`config.mk`:
```
export PLATFORM = sky130hd
export DESIGN_NAME = tri_stream_tx
export DESIGN_NICKNAME = d
export VERILOG_FILES = /design/src/rtl/tri_stream_pkg.sv /design/src/rtl/tri_prefetch_fifo.sv /design/src/rtl/tri_stream_tx.sv
export SDC_FILE = /design/constraint.sdc
export NUM_CORES = 1
export LEC_CHECK = 0
export CAP_MARGIN = 20
export CORE_MARGIN = 2
export CORE_UTILIZATION = 35
export CTS_BUF_LIST = sky130_fd_sc_hd__clkbuf_2
export CTS_CLUSTER_SIZE = 24
export DETAILED_ROUTE_END_ITERATION = 10
export PLACE_DENSITY = 0.51
export SYNTH_ARGS = -nofsm -noshare
export SYNTH_HDL_FRONTEND = slang
export SYNTH_SLANG_ARGS = --single-unit
```
`constraint.sdc`:
```
create_clock -name clk -period 8.7 [get_ports clk]
set_clock_uncertainty 0.15 [all_clocks]
set_input_delay 0.87 -clock clk [delete_from_list [all_inputs] [get_ports clk]]
set_output_delay 0.87 -clock clk [all_outputs]
set_load 0.01 [all_outputs]
```
`src/rtl/tri_stream_pkg.sv`:
```
// Shared definitions for the triangle stream transmitter.
// Used by tri_stream_tx and tri_prefetch_fifo.
package tri_stream_pkg;

    localparam int          WORDS_PER_TRI = 10;
    // Header word 0 of the terminating packet: y_start=63, y_end=63.
    localparam logic [31:0] END_HEADER    = 32'h0000_0FFF;

    // Triangle header field positions (word 0 of each record)
    localparam int Y_START_LSB = 0;
    localparam int Y_START_W   = 6;
    localparam int Y_END_LSB   = 6;
    localparam int Y_END_W     = 6;
    localparam int X_LEN_LSB   = 12;
    localparam int X_LEN_W     = 8;
    localparam int TID_LSB     = 20;
    localparam int TID_W       = 12;

    typedef enum logic [1:0] {
        IDLE    = 2'd0,
        STREAM  = 2'd1,
        END_PKT = 2'd2
    } tx_state_e;

    // Limit the requested triangle count to what the source buffer can hold.
    function automatic logic [5:0] clamp_tris(input logic [5:0] n, input int max_tris);
        return (int'(n) > max_tris) ? 6'(max_tris) : n;
    endfunction

endpackage

```
`src/rtl/tri_prefetch_fifo.sv`:
```
// Small synchronous FIFO holding prefetched BRAM words.
// Head word is presented combinationally on dout.
module tri_prefetch_fifo #(
    parameter int WIDTH = 32,
    parameter int DEPTH = 4
) (
    input  logic                         clk,
    input  logic                         nreset,
    input  logic                         push,
    input  logic                         pop,
    input  logic [WIDTH-1:0]             din,
    output logic [WIDTH-1:0]             dout,
    output logic [$clog2(DEPTH+1)-1:0]   count,
    output logic                         empty
);
    localparam int PW = (DEPTH > 1) ? $clog2(DEPTH) : 1;

    logic [WIDTH-1:0] mem [DEPTH];
    logic [PW-1:0]    wr_ptr;
    logic [PW-1:0]    rd_ptr;

    function automatic logic [PW-1:0] ptr_inc(input logic [PW-1:0] p);
        return (p == PW'(DEPTH-1)) ? '0 : p + PW'(1);
    endfunction

    // Storage write; contents need no reset since count gates visibility
    always_ff @(posedge clk) begin
        if (push) mem[wr_ptr] <= din;
    end

    // Pointer and occupancy tracking; push+pop together leaves count unchanged
    always_ff @(posedge clk) begin
        if (!nreset) begin
            wr_ptr <= '0;
            rd_ptr <= '0;
            count  <= '0;
        end else begin
            if (push) wr_ptr <= ptr_inc(wr_ptr);
            if (pop)  rd_ptr <= ptr_inc(rd_ptr);
            case ({push, pop})
                2'b10:   count <= count + 1'b1;
                2'b01:   count <= count - 1'b1;
                default: count <= count;
            endcase
        end
    end

    assign dout  = mem[rd_ptr];
    assign empty = (count == '0);

endmodule

```
`src/rtl/tri_stream_tx.sv`:
```
// Triangle stream transmitter: reads 10-word triangle records from a BRAM
// through a prefetch FIFO and emits them as AXI-stream packets, followed by
// one end-triangle packet that drives the raster cores into writeback.
// Optional: define TRI_STREAM_STALL_CNT_EN to add the stall_cycles counter.
module tri_stream_tx
    import tri_stream_pkg::*;
#(
    parameter int BRAM_LATENCY = 2,
    parameter int FIFO_DEPTH   = 4,
    parameter int MAX_TRIS     = 51
) (
    input  logic        clk,
    input  logic        nreset,
    input  logic        start,
    input  logic [5:0]  tri_count,
    output logic        busy,
    output logic        done,
    output logic        rd_en,
    output logic [8:0]  rd_addr,
    input  logic [31:0] rd_data,
    output logic        m_valid,
    input  logic        m_ready,
    output logic [31:0] m_data,
    output logic        m_last
`ifdef TRI_STREAM_STALL_CNT_EN
    ,
    output logic [31:0] stall_cycles
`endif
);
    localparam int CW = $clog2(FIFO_DEPTH+1);

    tx_state_e state, state_nxt;

    logic [5:0]              tris_q;
    logic [5:0]              tris_clamped;
    logic [9:0]              total_words;
    logic [8:0]              rd_addr_q;
    logic [9:0]              xfer_cnt;
    logic [3:0]              wcnt;
    logic [BRAM_LATENCY-1:0] vld_pipe;
    logic [CW-1:0]           fifo_count;
    logic                    fifo_empty;
    logic [31:0]             fifo_dout;
    logic                    fifo_pop;
    logic                    start_acc;
    logic                    xfer;
    logic                    last_beat;
    logic                    words_left;
    logic                    room;
    logic [7:0]              inflight;
    logic [8:0]              occ_sum;

    assign tris_clamped = clamp_tris(tri_count, MAX_TRIS);
    assign start_acc    = start && (state == IDLE);
    assign total_words  = 10'(tris_q) * 10'(WORDS_PER_TRI);
    assign xfer         = m_valid && m_ready;
    assign last_beat    = (wcnt == 4'(WORDS_PER_TRI-1));
    assign words_left   = ({1'b0, rd_addr_q} < total_words);
    assign rd_addr      = rd_addr_q;
    assign fifo_pop     = (state == STREAM) && xfer;

    // Count reads still travelling through the BRAM pipeline
    always_comb begin
        inflight = '0;
        for (int i = 0; i < BRAM_LATENCY; i++) inflight = inflight + 8'(vld_pipe[i]);
    end

    // Only issue a read if every outstanding word is guaranteed a FIFO slot
    assign occ_sum = 9'(fifo_count) + 9'(inflight);
    assign room    = (occ_sum < 9'(FIFO_DEPTH));

    // State register
    always_ff @(posedge clk) begin
        if (!nreset) state <= IDLE;
        else         state <= state_nxt;
    end

    // Next-state logic; an empty frame goes straight to the end packet
    always_comb begin
        state_nxt = state;
        case (state)
            IDLE:    if (start) state_nxt = (tris_clamped == 6'd0) ? END_PKT : STREAM;
            STREAM:  if (xfer && (xfer_cnt == total_words - 10'd1)) state_nxt = END_PKT;
            END_PKT: if (xfer && last_beat) state_nxt = IDLE;
            default: state_nxt = IDLE;
        endcase
    end

    // Output decode: FIFO head in STREAM, synthesized end packet in END_PKT
    always_comb begin
        busy    = 1'b0;
        rd_en   = 1'b0;
        m_valid = 1'b0;
        m_data  = '0;
        m_last  = 1'b0;
        case (state)
            STREAM: begin
                busy    = 1'b1;
                rd_en   = words_left && room;
                m_valid = !fifo_empty;
                m_data  = fifo_dout;
                m_last  = last_beat && !fifo_empty;
            end
            END_PKT: begin
                busy    = 1'b1;
                m_valid = 1'b1;
                m_data  = (wcnt == 4'd0) ? END_HEADER : 32'd0;
                m_last  = last_beat;
            end
            default: ;
        endcase
    end

    // Frame counters: read address, beats sent, word position in packet
    always_ff @(posedge clk) begin
        if (!nreset) begin
            tris_q    <= '0;
            rd_addr_q <= '0;
            xfer_cnt  <= '0;
            wcnt      <= '0;
        end else if (start_acc) begin
            tris_q    <= tris_clamped;
            rd_addr_q <= '0;
            xfer_cnt  <= '0;
            wcnt      <= '0;
        end else begin
            if (rd_en) rd_addr_q <= rd_addr_q + 9'd1;
            if (xfer) begin
                xfer_cnt <= xfer_cnt + 10'd1;
                wcnt     <= last_beat ? 4'd0 : wcnt + 4'd1;
            end
        end
    end

    // In-flight read tracker; the oldest stage marks rd_data as valid
    always_ff @(posedge clk) begin
        if (!nreset) begin
            vld_pipe <= '0;
        end else begin
            vld_pipe[0] <= rd_en;
            for (int i = 1; i < BRAM_LATENCY; i++) vld_pipe[i] <= vld_pipe[i-1];
        end
    end

    // Done pulses in the first IDLE cycle after the end packet's last beat
    always_ff @(posedge clk) begin
        if (!nreset) done <= 1'b0;
        else         done <= (state == END_PKT) && xfer && last_beat;
    end

    tri_prefetch_fifo #(
        .WIDTH (32),
        .DEPTH (FIFO_DEPTH)
    ) u_fifo (
        .clk    (clk),
        .nreset (nreset),
        .push   (vld_pipe[BRAM_LATENCY-1]),
        .pop    (fifo_pop),
        .din    (rd_data),
        .dout   (fifo_dout),
        .count  (fifo_count),
        .empty  (fifo_empty)
    );

`ifdef TRI_STREAM_STALL_CNT_EN
    // Saturating count of cycles where the cores back-pressure a valid word
    always_ff @(posedge clk) begin
        if (!nreset)
            stall_cycles <= '0;
        else if (start_acc)
            stall_cycles <= '0;
        else if (busy && m_valid && !m_ready && (stall_cycles != 32'hFFFF_FFFF))
            stall_cycles <= stall_cycles + 32'd1;
    end
`endif

endmodule

```
==> flow_summary.yaml <==
power:
  power_density_nw_per_um2: 202
  p_total_mw: 1.79
  ir_worst_vdd_mv: 0.102
  p_leak_nw: 3.07
yosys:
  yosysSeqAreaShare_pct: 62.8
  synth_fp_nets: 595
  synthXorXnorAreaFrac_pct: 3.93
  yosys-mux-area-fraction_pct: 10.0
  synth_edf_count: 128
  synth_compound_area_share_pct: 5.28
  synthAdderAreaFrac_pct: 5.21
  ys_ff_latch: 171
  synthArstFlopShare_pct: 0
  yosys_warnings: 0
  synthSimpleGateAreaFrac_pct: 10.5
  synth_top_family_by_area: "simple AND/OR/NAND/NOR gates"
  synthCells: 523
  avgSynthCellArea_um2: 14.3
  mappedNetlistArea_um2: 7490
  synthDistinctLibCells: 51
  synthFlopType: "edfxtp_1"
timing:
  slew_viol_final: 0
  min_period_over_period_pct: 62.6
  finalSetupTns_ns: 0
  setup-violations-final: 0
  hold_violations: 0
  max_freq_mhz: 184
  grt_setup_unrepaired: "false"
  slew_headroom_pct: 35.2
  period_needed_ns: 5.45
  worst_pin_slew_ns: 0.972
route:
  vias: 4546
  initialDrtViolationCount: 223
  wl_per_cell_um: 18.0
  ant_nets: 0
  first_pass_iters: 6
  viasPerCell: 5.05
  route.detailed.drc: 0
  wl_um: 16200
worst_hold_path:
  holdPathStages: 2
  holdPathEnd: "state[0]"
  hold_start: "state[0]"
  hold_path.class: "reg -> reg"
worst_setup_path:
  required_ns: 7.68
  critPathCaptureType: "output port"
  r2r-end: "rd_addr[7]"
  worstSetupPathType: "reg -> out"
  rr_worst_depth: 11
  crit_start: "tris_q[1]"
  cp-start-kind: "flop"
  cp_max_fo: 9
  rrSetupSlack_ns: 4.84
  worstPathArrival_ns: 4.43
  r2r-start: "tris_q[1]"
global_route:
  grt_usage_pct: 15.0
  grt_pass1_vias: 4732
  overflow: 0
  antenna_found_initial: 1
  grt_pass1_wl_um: 25600
  grt_max_degree: 38
cts:
  worstSkewPairLatency_ns: 0.71
  cts_sinks: 171
  cts_buffers: 17
  cts_max_level: 4
  cts-root-buf: "clkbuf_2"
  cts-hold-fix-buffers: 0
  cts_resized: 0
  cts_setup_buffers: 0
  clk_pin_slew_ns: 0.25
  ctsLongestPathBuffers: 2
  cts_tree: "built"
job:
  max_cap_viol_count: 0
die:
  die_w_um: 150
  core_area_um2: 21000
  start_util_pct: 35.6
  num_io_pins: 88
  die_y_um: 150
  design.die.area_um2: 22600
  rows: 53
cells_and_area:
  layout.nets: 684
  mostFrequentLayoutCells: "edfxtp_1 (128), clkdlybuf4s50_1 (87), dfxtp_1 (41)"
  drive_gt1_share_pct: 12.8
  area.growth.synth_to_final_pct: 18.6
  layout_commonest_cell: "edfxtp_1"
placed_design:
  gp_congestion: 0.772
  io_buffers: 87
  dp_hpwl_um: 10200
status:
  status: "finished, final reports clean"
logic make-up (layout without fill, tap and decap cells):
kind of cell               after synthesis  after routing
buffers and inverters                   43            145
AOI/OAI and AO/OA                       55             55
other                                    0              1
and+or+nand+nor                        157            157
adders and majority gates               30             30
xor gates and xnor gates                32             32
DFF                                    171            171
muxes                                   35             35
cells in the mapped netlist (all sizes together), types with 2 or more instances:
master     n  area share [%]
edfxtp   128              51
dfxtp     43              11
nand2     39             2.0
mux4      32             9.6
nor2      32             1.6
ha        28             4.7
and3      24             2.0
nand3     24             1.6
inv       22             1.1
xnor2     17             2.0
clkbuf    16            0.80
o21ai     15             1.1
xor2      14             1.6
a21oi     12            0.85
and2       9            0.75
nor2b      7            0.58
nor3       6            0.40
buf        5            0.32
nand4      5            0.42
a21boi     4            0.40
a21o       4            0.50
a2111oi    3            0.60
mux2i      3            0.40
or4        3            0.30
a211oi     2            0.20
a22oi      2            0.20
fa         2            0.53
nor3b      2            0.20
o21a       2            0.20
o221a      2            0.30
o31ai      2            0.20
power breakdown:
| group | leakage [nW] | switching (mW) | internal, mW |
|---|---|---|---|
| Combinational | 1.43 | 0.275 | 0.202 |
| Clock | 0.138 | 0.303 | 0.0891 |
| Sequential | 1.50 | 0.0185 | 0.904 |
metal layers:
layer  global-route usage, %  vias up  wire length [um]
met1                    18.9     2278              7170
met3                    4.67       24               819
li1                        -     2146                 -
met2                    24.9       98              7920
met4                    4.58        0               299
met5                       0        -                 0
final cells by class:
cell class              instances  area [um^2]
diodes                          1         2.50
clock buffers                  18         90.1
clock inverters                14          131
fillers                      1941        12100
inverters                      22         82.6
multi-input cells             309         2620
flip-flops and latches        171         4710
well taps                     275          344
repair buffers                 91          901
critical path, cell delays in order, from the launching register on:
cell and delay (ns):
dfxtp_1 0.47, ha_1 0.26, ha_1 0.23, fa_1 0.40
xnor2_1 0.38, ha_1 0.34, a21o_1 0.19, a2111oi_4 0.37
o21ai_2 0.14, a21o_4 0.25, inv_1 0.14, clkdlybuf4s50_1 0.56
how the worst max path moves through the flow:
| stage | to | slack (ns) | depth (start not counted) |
|---|---|---|---|
| after floorplan | rd_en | 4.84 | 10 |
| after global placement | rd_en | 4.15 | 11 |
| final | rd_en | 3.25 | 11 |
| after global routing | rd_en | 2.94 | 11 |
| after CTS | rd_en | 3.17 | 11 |
| after detailed placement | rd_en | 4.04 | 11 |
flip-flops by register name, indices dropped and copies added (netlist names), named ones only:
| register | flops |
|---|---|
| xfer_cnt | 10 |
| state | 2 |
| u_fifo.mem | 128 |
| u_fifo.count | 3 |
| u_fifo.wr_ptr | 2 |
| tris_q | 6 |
| rd_addr | 9 |
| done | 1 |
| u_fifo.rd_ptr | 2 |
| vld_pipe | 2 |
| wcnt | 4 |
through the flow:
stage	setup slack (ns)	util, %	std cells	hold WS [ns]	cell area, um^2
2_1_floorplan	4.84	-	523	0.291	7490
3_3_place_gp	4.15	41.2	868	0.315	8650
3_5_place_dp	4.04	41.2	868	0.306	8650
4_1_cts	3.17	42.2	900	0.354	8880
5_1_grt	2.94	42.2	901	0.398	8880
6_report	3.25	42.2	901	0.352	8880
Note: power is estimated with default switching activity, not from simulation.
